==> config.mk <==
export PLATFORM = sky130hd
export DESIGN_NAME = nzcv_cond_unit_flat
export DESIGN_NICKNAME = d
export VERILOG_FILES = /design/src/rtl/nzcv_cond_unit_if.sv /design/src/rtl/nzcv_cond_unit.sv /design/src/flat_wrapper.sv
export SDC_FILE = /design/constraint.sdc
export NUM_CORES = 1
export LEC_CHECK = 0
export ABC_CLOCK_PERIOD_IN_PS = 6500
export CAP_MARGIN = 20
export CORE_MARGIN = 1.5
export CORE_UTILIZATION = 50
export DETAILED_ROUTE_END_ITERATION = 12
export PLACE_DENSITY_LB_ADDON = 0.08
export SLEW_MARGIN = 30
export SYNTH_ARGS = -nofsm -noshare
export SYNTH_HDL_FRONTEND = slang
export SYNTH_SLANG_ARGS = --single-unit
==> constraint.sdc <==
create_clock -name i_clk -period 6.5 [get_ports i_clk]
set_input_delay 1.3 -clock i_clk [delete_from_list [all_inputs] [get_ports i_clk]]
set_output_delay 1.3 -clock i_clk [all_outputs]
set_load 0.05 [all_outputs]
==> src/rtl/nzcv_cond_unit_if.sv <==
// Bundle of the flag-write, branch-request and branch-result signals of the
// NZCV condition unit. The unit takes the slave side; the master modport is
// for the ALU/branch front end (or a testbench) that drives it.
// The optional taken-branch counter appears only when NZCV_TAKEN_CNT_EN is defined.
interface nzcv_cond_unit_if #(
    parameter int N = 64
);
    // Flag write side (from ALU)
    logic [3:0]   i_nzcv;
    logic         i_flags_we;
    logic         i_flags_pending;
    // Branch request
    logic         i_br_valid;
    logic         o_br_ready;
    logic [3:0]   i_br_cond;
    logic [N-1:0] i_br_pc;
    logic [N-1:0] i_br_imm;
    // Branch result
    logic         o_res_valid;
    logic         i_res_ready;
    logic         o_taken;
    logic [N-1:0] o_target;
    // Architectural flags
    logic [3:0]   o_flags;
`ifdef NZCV_TAKEN_CNT_EN
    logic [31:0]  o_taken_cnt;
`endif

    modport master (
        output i_nzcv, i_flags_we, i_flags_pending,
        output i_br_valid, i_br_cond, i_br_pc, i_br_imm,
        output i_res_ready,
        input  o_br_ready, o_res_valid, o_taken, o_target, o_flags
`ifdef NZCV_TAKEN_CNT_EN
        , input o_taken_cnt
`endif
    );

    modport slave (
        input  i_nzcv, i_flags_we, i_flags_pending,
        input  i_br_valid, i_br_cond, i_br_pc, i_br_imm,
        input  i_res_ready,
        output o_br_ready, o_res_valid, o_taken, o_target, o_flags
`ifdef NZCV_TAKEN_CNT_EN
        , output o_taken_cnt
`endif
    );
endinterface

==> src/rtl/nzcv_cond_unit.sv <==
// nzcv_cond_unit: holds the architectural NZCV flags written by the ALU and
// resolves conditional branches against them. A branch is accepted in IDLE,
// parked in WAIT while a flag-setting op is still in flight, and its
// taken/target result is offered in RESP until the consumer takes it.
// Flag writes bypass straight into the evaluation of the same cycle.
// Optional feature: define NZCV_TAKEN_CNT_EN to add o_taken_cnt, a 32-bit
// wrapping count of taken branches handed to the consumer.
module nzcv_cond_unit #(
    parameter int N = 64
) (
    input  logic              i_clk,
    input  logic              i_rst,
    nzcv_cond_unit_if.slave   bus
);

    typedef enum logic [1:0] {
        ST_IDLE = 2'd0,
        ST_WAIT = 2'd1,
        ST_RESP = 2'd2
    } state_t;

    state_t              state_q, state_d;
    logic [3:0]          flags_q, flags_d;
    logic [3:0]          cond_q, cond_d;
    logic [N-1:0]        pc_q, pc_d;
    logic signed [N-1:0] imm_q, imm_d;
    logic                taken_q, taken_d;
    logic [N-1:0]        target_q, target_d;

    // Evaluation operands: live request in IDLE, latched request in WAIT
    logic [3:0]          flags_eff;
    logic [3:0]          ev_cond;
    logic [N-1:0]        ev_pc;
    logic signed [N-1:0] ev_imm;
    logic                ev_taken;
    logic [N-1:0]        ev_target;

    // Condition code evaluation against {N,Z,C,V}
    function automatic logic cond_pass(input logic [3:0] cond, input logic [3:0] f);
        logic n, z, c, v;
        logic pass;
        n = f[3];
        z = f[2];
        c = f[1];
        v = f[0];
        case (cond)
            4'h0:    pass = z;
            4'h1:    pass = !z;
            4'h2:    pass = c;
            4'h3:    pass = !c;
            4'h4:    pass = n;
            4'h5:    pass = !n;
            4'h6:    pass = v;
            4'h7:    pass = !v;
            4'h8:    pass = c && !z;
            4'h9:    pass = !c || z;
            4'hA:    pass = (n == v);
            4'hB:    pass = (n != v);
            4'hC:    pass = !z && (n == v);
            4'hD:    pass = z || (n != v);
            default: pass = 1'b1;   // AL and NV both always execute
        endcase
        return pass;
    endfunction

    // Next PC: branch target or fall-through, wrapping modulo 2^N
    function automatic logic [N-1:0] next_pc(input logic [N-1:0] pc,
                                             input logic signed [N-1:0] imm,
                                             input logic taken);
        logic [N-1:0] nxt;
        if (taken) begin
            nxt = pc + $unsigned(imm);
        end else begin
            nxt = pc + N'(4);
        end
        return nxt;
    endfunction

    // Operand selection and evaluation shared by IDLE and WAIT
    always_comb begin
        flags_eff = bus.i_flags_we ? bus.i_nzcv : flags_q;
        ev_cond   = cond_q;
        ev_pc     = pc_q;
        ev_imm    = imm_q;
        if (state_q == ST_IDLE) begin
            ev_cond = bus.i_br_cond;
            ev_pc   = bus.i_br_pc;
            ev_imm  = $signed(bus.i_br_imm);
        end
        ev_taken  = cond_pass(ev_cond, flags_eff);
        ev_target = next_pc(ev_pc, ev_imm, ev_taken);
    end

    // Next-state, request capture and result capture
    always_comb begin
        state_d  = state_q;
        flags_d  = flags_q;
        cond_d   = cond_q;
        pc_d     = pc_q;
        imm_d    = imm_q;
        taken_d  = taken_q;
        target_d = target_q;

        // Flag writes land in every state
        if (bus.i_flags_we) begin
            flags_d = bus.i_nzcv;
        end

        case (state_q)
            ST_IDLE: begin
                if (bus.i_br_valid) begin
                    cond_d = bus.i_br_cond;
                    pc_d   = bus.i_br_pc;
                    imm_d  = $signed(bus.i_br_imm);
                    if (bus.i_flags_pending) begin
                        state_d = ST_WAIT;
                    end else begin
                        taken_d  = ev_taken;
                        target_d = ev_target;
                        state_d  = ST_RESP;
                    end
                end
            end
            ST_WAIT: begin
                // Pending dominates a simultaneous flag write
                if (!bus.i_flags_pending) begin
                    taken_d  = ev_taken;
                    target_d = ev_target;
                    state_d  = ST_RESP;
                end
            end
            ST_RESP: begin
                if (bus.i_res_ready) begin
                    state_d = ST_IDLE;
                end
            end
            default: begin
                state_d = ST_IDLE;
            end
        endcase
    end

    // Control, flag and result registers with asynchronous reset
    always_ff @(posedge i_clk or posedge i_rst) begin
        if (i_rst) begin
            state_q  <= ST_IDLE;
            flags_q  <= 4'b0000;
            taken_q  <= 1'b0;
            target_q <= '0;
        end else begin
            state_q  <= state_d;
            flags_q  <= flags_d;
            taken_q  <= taken_d;
            target_q <= target_d;
        end
    end

    // Latched branch request; only meaningful after acceptance, so no reset
    always_ff @(posedge i_clk) begin
        cond_q <= cond_d;
        pc_q   <= pc_d;
        imm_q  <= imm_d;
    end

    assign bus.o_br_ready  = (state_q == ST_IDLE) && !i_rst;
    assign bus.o_res_valid = (state_q == ST_RESP);
    assign bus.o_taken     = taken_q;
    assign bus.o_target    = target_q;
    assign bus.o_flags     = flags_q;

`ifdef NZCV_TAKEN_CNT_EN
    logic [31:0] taken_cnt_q, taken_cnt_d;

    // Count taken results at the moment the consumer accepts them
    always_comb begin
        taken_cnt_d = taken_cnt_q;
        if ((state_q == ST_RESP) && bus.i_res_ready && taken_q) begin
            taken_cnt_d = taken_cnt_q + 32'd1;
        end
    end

    // Taken counter register, wraps naturally at 2^32
    always_ff @(posedge i_clk or posedge i_rst) begin
        if (i_rst) begin
            taken_cnt_q <= 32'd0;
        end else begin
            taken_cnt_q <= taken_cnt_d;
        end
    end

    assign bus.o_taken_cnt = taken_cnt_q;
`endif

endmodule

==> src/flat_wrapper.sv <==
// flat-port wrapper written by rule: the top's interface ports become plain ports
module nzcv_cond_unit_flat 
#(
    parameter int N = 64
)
  (i_clk, i_rst, bus_i_nzcv, bus_i_flags_we, bus_i_flags_pending, bus_i_br_valid, bus_i_br_cond, bus_i_br_pc, bus_i_br_imm, bus_i_res_ready, bus_o_br_ready, bus_o_res_valid, bus_o_taken, bus_o_target, bus_o_flags);
  nzcv_cond_unit_if #(.N(N)) bus_i ();
  input  logic i_clk;
  input  logic i_rst;
  input wire logic [$bits(bus_i.i_nzcv)-1:0] bus_i_nzcv;
  input wire logic [$bits(bus_i.i_flags_we)-1:0] bus_i_flags_we;
  input wire logic [$bits(bus_i.i_flags_pending)-1:0] bus_i_flags_pending;
  input wire logic [$bits(bus_i.i_br_valid)-1:0] bus_i_br_valid;
  input wire logic [$bits(bus_i.i_br_cond)-1:0] bus_i_br_cond;
  input wire logic [$bits(bus_i.i_br_pc)-1:0] bus_i_br_pc;
  input wire logic [$bits(bus_i.i_br_imm)-1:0] bus_i_br_imm;
  input wire logic [$bits(bus_i.i_res_ready)-1:0] bus_i_res_ready;
  output wire logic [$bits(bus_i.o_br_ready)-1:0] bus_o_br_ready;
  output wire logic [$bits(bus_i.o_res_valid)-1:0] bus_o_res_valid;
  output wire logic [$bits(bus_i.o_taken)-1:0] bus_o_taken;
  output wire logic [$bits(bus_i.o_target)-1:0] bus_o_target;
  output wire logic [$bits(bus_i.o_flags)-1:0] bus_o_flags;
  assign bus_i.i_nzcv = bus_i_nzcv;
  assign bus_i.i_flags_we = bus_i_flags_we;
  assign bus_i.i_flags_pending = bus_i_flags_pending;
  assign bus_i.i_br_valid = bus_i_br_valid;
  assign bus_i.i_br_cond = bus_i_br_cond;
  assign bus_i.i_br_pc = bus_i_br_pc;
  assign bus_i.i_br_imm = bus_i_br_imm;
  assign bus_i.i_res_ready = bus_i_res_ready;
  assign bus_o_br_ready = bus_i.o_br_ready;
  assign bus_o_res_valid = bus_i.o_res_valid;
  assign bus_o_taken = bus_i.o_taken;
  assign bus_o_target = bus_i.o_target;
  assign bus_o_flags = bus_i.o_flags;
  nzcv_cond_unit #(.N(N)) u_core (.i_clk(i_clk), .i_rst(i_rst), .bus(bus_i));
endmodule
==> impl_summary.txt <==
----------------------------------------------------
[Outcome]
  Outcome ... finished, final reports clean

[Final layout]
  Filler Cell Count ... 2466
  Share of post-route cells with drive strength above 1 ... 0.06284
  Multi-input combinational cell area ... 8288 um^2
  Synthesis-to-finish area growth ... 22.25%
  Ant diodes ... 0
  Layout net count ... 2027
  FF/Latch Area ... 5741 um^2
  Post-layout instance area ... about 18000 um^2

[Worst setup path]
  Worst EP arrival ... 5580 ps
  Category of the worst setup path capture point ... flip-flop
  Highest net fanout along the worst path ... between 50 and 60
  Worst-case reg-to-reg path depth ... 14
  Internal reg-to-reg setup slack ... about 1300 ps
  Path type of the worst setup path ... reg -> reg
  R2R Path End ... u_core.bus.o_target[61]
  Required time at the worst-slack endpoint ... ~6900 ps
  Reg-to-reg startpoint ... u_core.state_q[1]
  Startpoint types ... flip-flop

[Pwr]
  Leak ... roughly 0.0073 uW
  Sequential share of power ... 0.271
  Net switching power ... just over 3000 uW
  Internal power ... ~3800 uW
  Largest voltage drop on the vdd net ... around 0.34 mV
  P per Cell Area ... approximately 380 nW/um^2
  Total power of the final layout ... a little under 7000 uW
  Relative contribution of combinational cells to total power ... 0.527
  Sw Ratio ... 0.4453
  Share of power burned in the clock network ... 0.202

[Logic synthesis]
  Count of warnings emitted by yosys ... 0
  Top cells by area, synth ... sky130_fd_sc_hd__edfxtp_1, sky130_fd_sc_hd__dfrtp_1, sky130_fd_sc_hd__nand2_1
  Count of distinct cell types in the synthesized netlist ... 91
  Most used flip-flop cell after synthesis ... sky130_fd_sc_hd__edfxtp_1
  Number of synthesized flops with an enable pin ... 132
  Top cell type by total area after synthesis ... sky130_fd_sc_hd__edfxtp_1
  Share of the synthesized area in the top cell type ... 0.2735
  Proportion of synthesized chip area in sequential cells ... 0.3960
  Netlist area before placement ... about 14000 um^2
  Gate count after technology mapping ... between 1500 and 2000
  Nets in the synthesized netlist ... approximately 1800
  Async set-or-reset flop fraction in the synthesized netlist ... 0.3498
  Seq cells post-synth ... approximately 200
  Post-synthesis area per instance ... roughly 9 um^2
  Most numerous cell in the Yosys netlist ... sky130_fd_sc_hd__nand2_1
  Most instantiated cells after synthesis ... sky130_fd_sc_hd__nand2_1, sky130_fd_sc_hd__edfxtp_1, sky130_fd_sc_hd__a21oi_1, sky130_fd_sc_hd__xnor2_1, sky130_fd_sc_hd__o21ai_0

[Min path]
  Hold worst-path end ... u_core.bus.o_target[47]
  Worst min-delay path startpoint ... u_core.bus.o_target[47]
  Number of cells on the worst hold path ... 2
  Min-Delay Path Class ... reg -> reg

[Floorplanning]
  Vertical die dimension ... between 150 and 200 um
  Io pins ... around 210
  Starting utilization of the core area ... 0.5064
  Die extent in x ... between 150 and 200 um
  Core area ... between 20000 and 30000 um^2
  Area enclosed by the die boundary ... roughly 30000 um^2
  Number of rows in the core area ... 62

[Clock tree]
  Clock-pin slew on the worst setup and hold paths ... roughly 70 ps
  Number of gates resized after cts ... 0
  Cell chosen for the clock root ... sky130_fd_sc_hd__clkbuf_16
  Clk Latency, worst-skew pair ... approximately 530 ps
  Maximum count of clock buffers along a single path ... 3
  CTS sink count ... between 200 and 250
  CTS tree ... built
  TritonCTS Buffers ... 25
  H-tree depth ... 1
  Post-CTS Hold Fix Bufs ... 0
  Number of post-CTS setup repair buffers ... 0

[Global routing]
  Initial antenna violation count ... 1
  Largest net degree at the start of global routing ... 73
  First-pass GRT wire length ... ~67 mm
  Global-route total usage across every layer ... 0.2754
  Via count of the first global-routing pass ... around 12000
  Total grt overflow ... 0

[Routing]
  Number of vias per cell ... 5.680
  Detailed Route WL ... roughly 42 mm
  Number of remaining DRC errors ... 0
  Post-detailed-route count of antenna-violating nets ... 0
  Detail-routed net length per standard cell ... around 19 um
  Vias after detailed routing ... ~13000
  Number of iterations in the first detailed-routing pass ... 5
  Count of routing violations after the opening detailed-route iteration ... 1080

[Timing]
  # setup viols final ... 0
  Total Neg Setup Slack ... 0 ps
  Skew final ... between 10 and 15 ps
  Highest Clock Rate ... 191.9 MHz
  Final Cycle Share ... 0.8015
  Normalized max-slew margin ... 0.3883
  Tightest Pin Transition ... just over 900 ps
  Final max-slew violation count ... 0
  Final min period ... about 5200 ps
  Unrepaired setup endpoints after global routing ... no
  Number of endpoints with negative hold slack in the final report ... 0

[Placed design]
  Number of I/O port buffers ... approximately 210
  Post-place instance area ... 16890 um^2
  DPL Wire Length ... just over 30 mm
  Routability Congestion ... slightly above 0.9

[Flow run]
  Number of maximum-capacitance constraint violations ... 0

----------------------------------------------------
==> power by group through the flow <==
stage	Combinational, uW	Clock, uW	Sequential, uW
final	3590	1380	1850
after global routing	3890	1440	1880
after CTS	3590	1410	1850
after detailed placement	3570	0	1870
after global placement	3540	0	1870
after floorplan	1840	0	2530
==> metal layers <==
| layer | vias to the layer above | global-route usage | wire, um |
|---|---|---|---|
| li1 | 6180 | - | - |
| met1 | 6035 | 0.3762 | 18760 |
| met2 | 392 | 0.4665 | 19930 |
| met4 | 2 | 0.06051 | 794 |
| met5 | - | 0 | 13 |
| met3 | 58 | 0.03706 | 2312 |
==> final cells by class <==
cell class	count	share of cell area
multi-input cells	1335	0.4677
flip-flops and latches	203	0.3239
repair buffers	228	0.1286
clock buffers	34	0.03890
well taps	384	0.02711
inverters	35	0.007484
clock inverters	11	0.006284
==> through the flow <==
stage	std cells	setup WS (ps)	util	hold slack, ps
after CTS	2229	1381	0.6181	479.3
after detailed placement	2184	1132	0.5901	464.2
final	2230	1290	0.6191	473.5
after floorplan	1650	508.6	-	622.7
after global placement	2184	1246	0.5900	455.3
after global routing	2230	1062	0.6191	505.9
==> how the worst max path moves through the flow <==
stage,start,endpoint,slack [ps],cells past startpoint
floorplan,u_core.state_q[0],u_core.cond_q[0],510,9
global placement,bus_i_br_pc[0],u_core.bus.o_target[62],1250,17
detailed placement,bus_i_br_imm[0],u_core.bus.o_target[62],1130,17
CTS,u_core.state_q[1],u_core.bus.o_target[61],1380,14
global route,u_core.state_q[1],u_core.bus.o_target[61],1060,16
finish,u_core.state_q[1],u_core.bus.o_target[61],1290,14
==> layout by cell type (no fill, tap or decap), types with 16 or more instances in the layout <==
cell                              count
sky130_fd_sc_hd__nand3_1             36
sky130_fd_sc_hd__nand2_1            417
sky130_fd_sc_hd__a31oi_1             21
sky130_fd_sc_hd__dfrtp_1             71
sky130_fd_sc_hd__xnor2_1            100
sky130_fd_sc_hd__ha_1                56
sky130_fd_sc_hd__clkbuf_16           25
sky130_fd_sc_hd__a21o_1              26
sky130_fd_sc_hd__edfxtp_1           132
sky130_fd_sc_hd__mux2i_1             54
sky130_fd_sc_hd__xor2_1              59
sky130_fd_sc_hd__clkdlybuf4s50_1    212
sky130_fd_sc_hd__o21ai_1             31
sky130_fd_sc_hd__o21ai_0             90
sky130_fd_sc_hd__a21oi_1            100
sky130_fd_sc_hd__nor2_1              86
sky130_fd_sc_hd__nand4_1             20
sky130_fd_sc_hd__inv_1               34
sky130_fd_sc_hd__o21bai_1            16
==> registers in the layout (all words and copies together), names as in the netlist <==
register,flops
u_core.state_q,2
u_core.bus.o_target,64
u_core.pc_q,64
u_core.cond_q,4
u_core.bus.o_taken,1
u_core.imm_q,64
u_core.bus.o_flags,4
==> worst max-delay path: stages, from the launching register on <==
cell and delay (ps):
sky130_fd_sc_hd__dfrtp_1 830, sky130_fd_sc_hd__or2_4 760, sky130_fd_sc_hd__mux2_2 470, sky130_fd_sc_hd__ha_1 380, sky130_fd_sc_hd__a21o_1 200, sky130_fd_sc_hd__maj3_1 350, sky130_fd_sc_hd__mux2_2 310, sky130_fd_sc_hd__a311oi_1 330
sky130_fd_sc_hd__nor3b_2 240, sky130_fd_sc_hd__o21ai_2 120, sky130_fd_sc_hd__a31oi_2 390, sky130_fd_sc_hd__o221ai_2 190, sky130_fd_sc_hd__o221ai_1 230, sky130_fd_sc_hd__xor2_1 160, sky130_fd_sc_hd__o21ai_1 70
==> cell families after synthesis <==
kind of cell | after synthesis | synth area share
DFF | 203 | 0.3960
and+or+nand+nor | 663 | 0.2028
AOI/OAI and AO/OA | 379 | 0.1660
buffers and inverters | 112 | 0.03435
xor gates and xnor gates | 159 | 0.09607
muxes | 71 | 0.05084
adders and majority gates | 63 | 0.05386
Power figures use the tool's default switching activity.
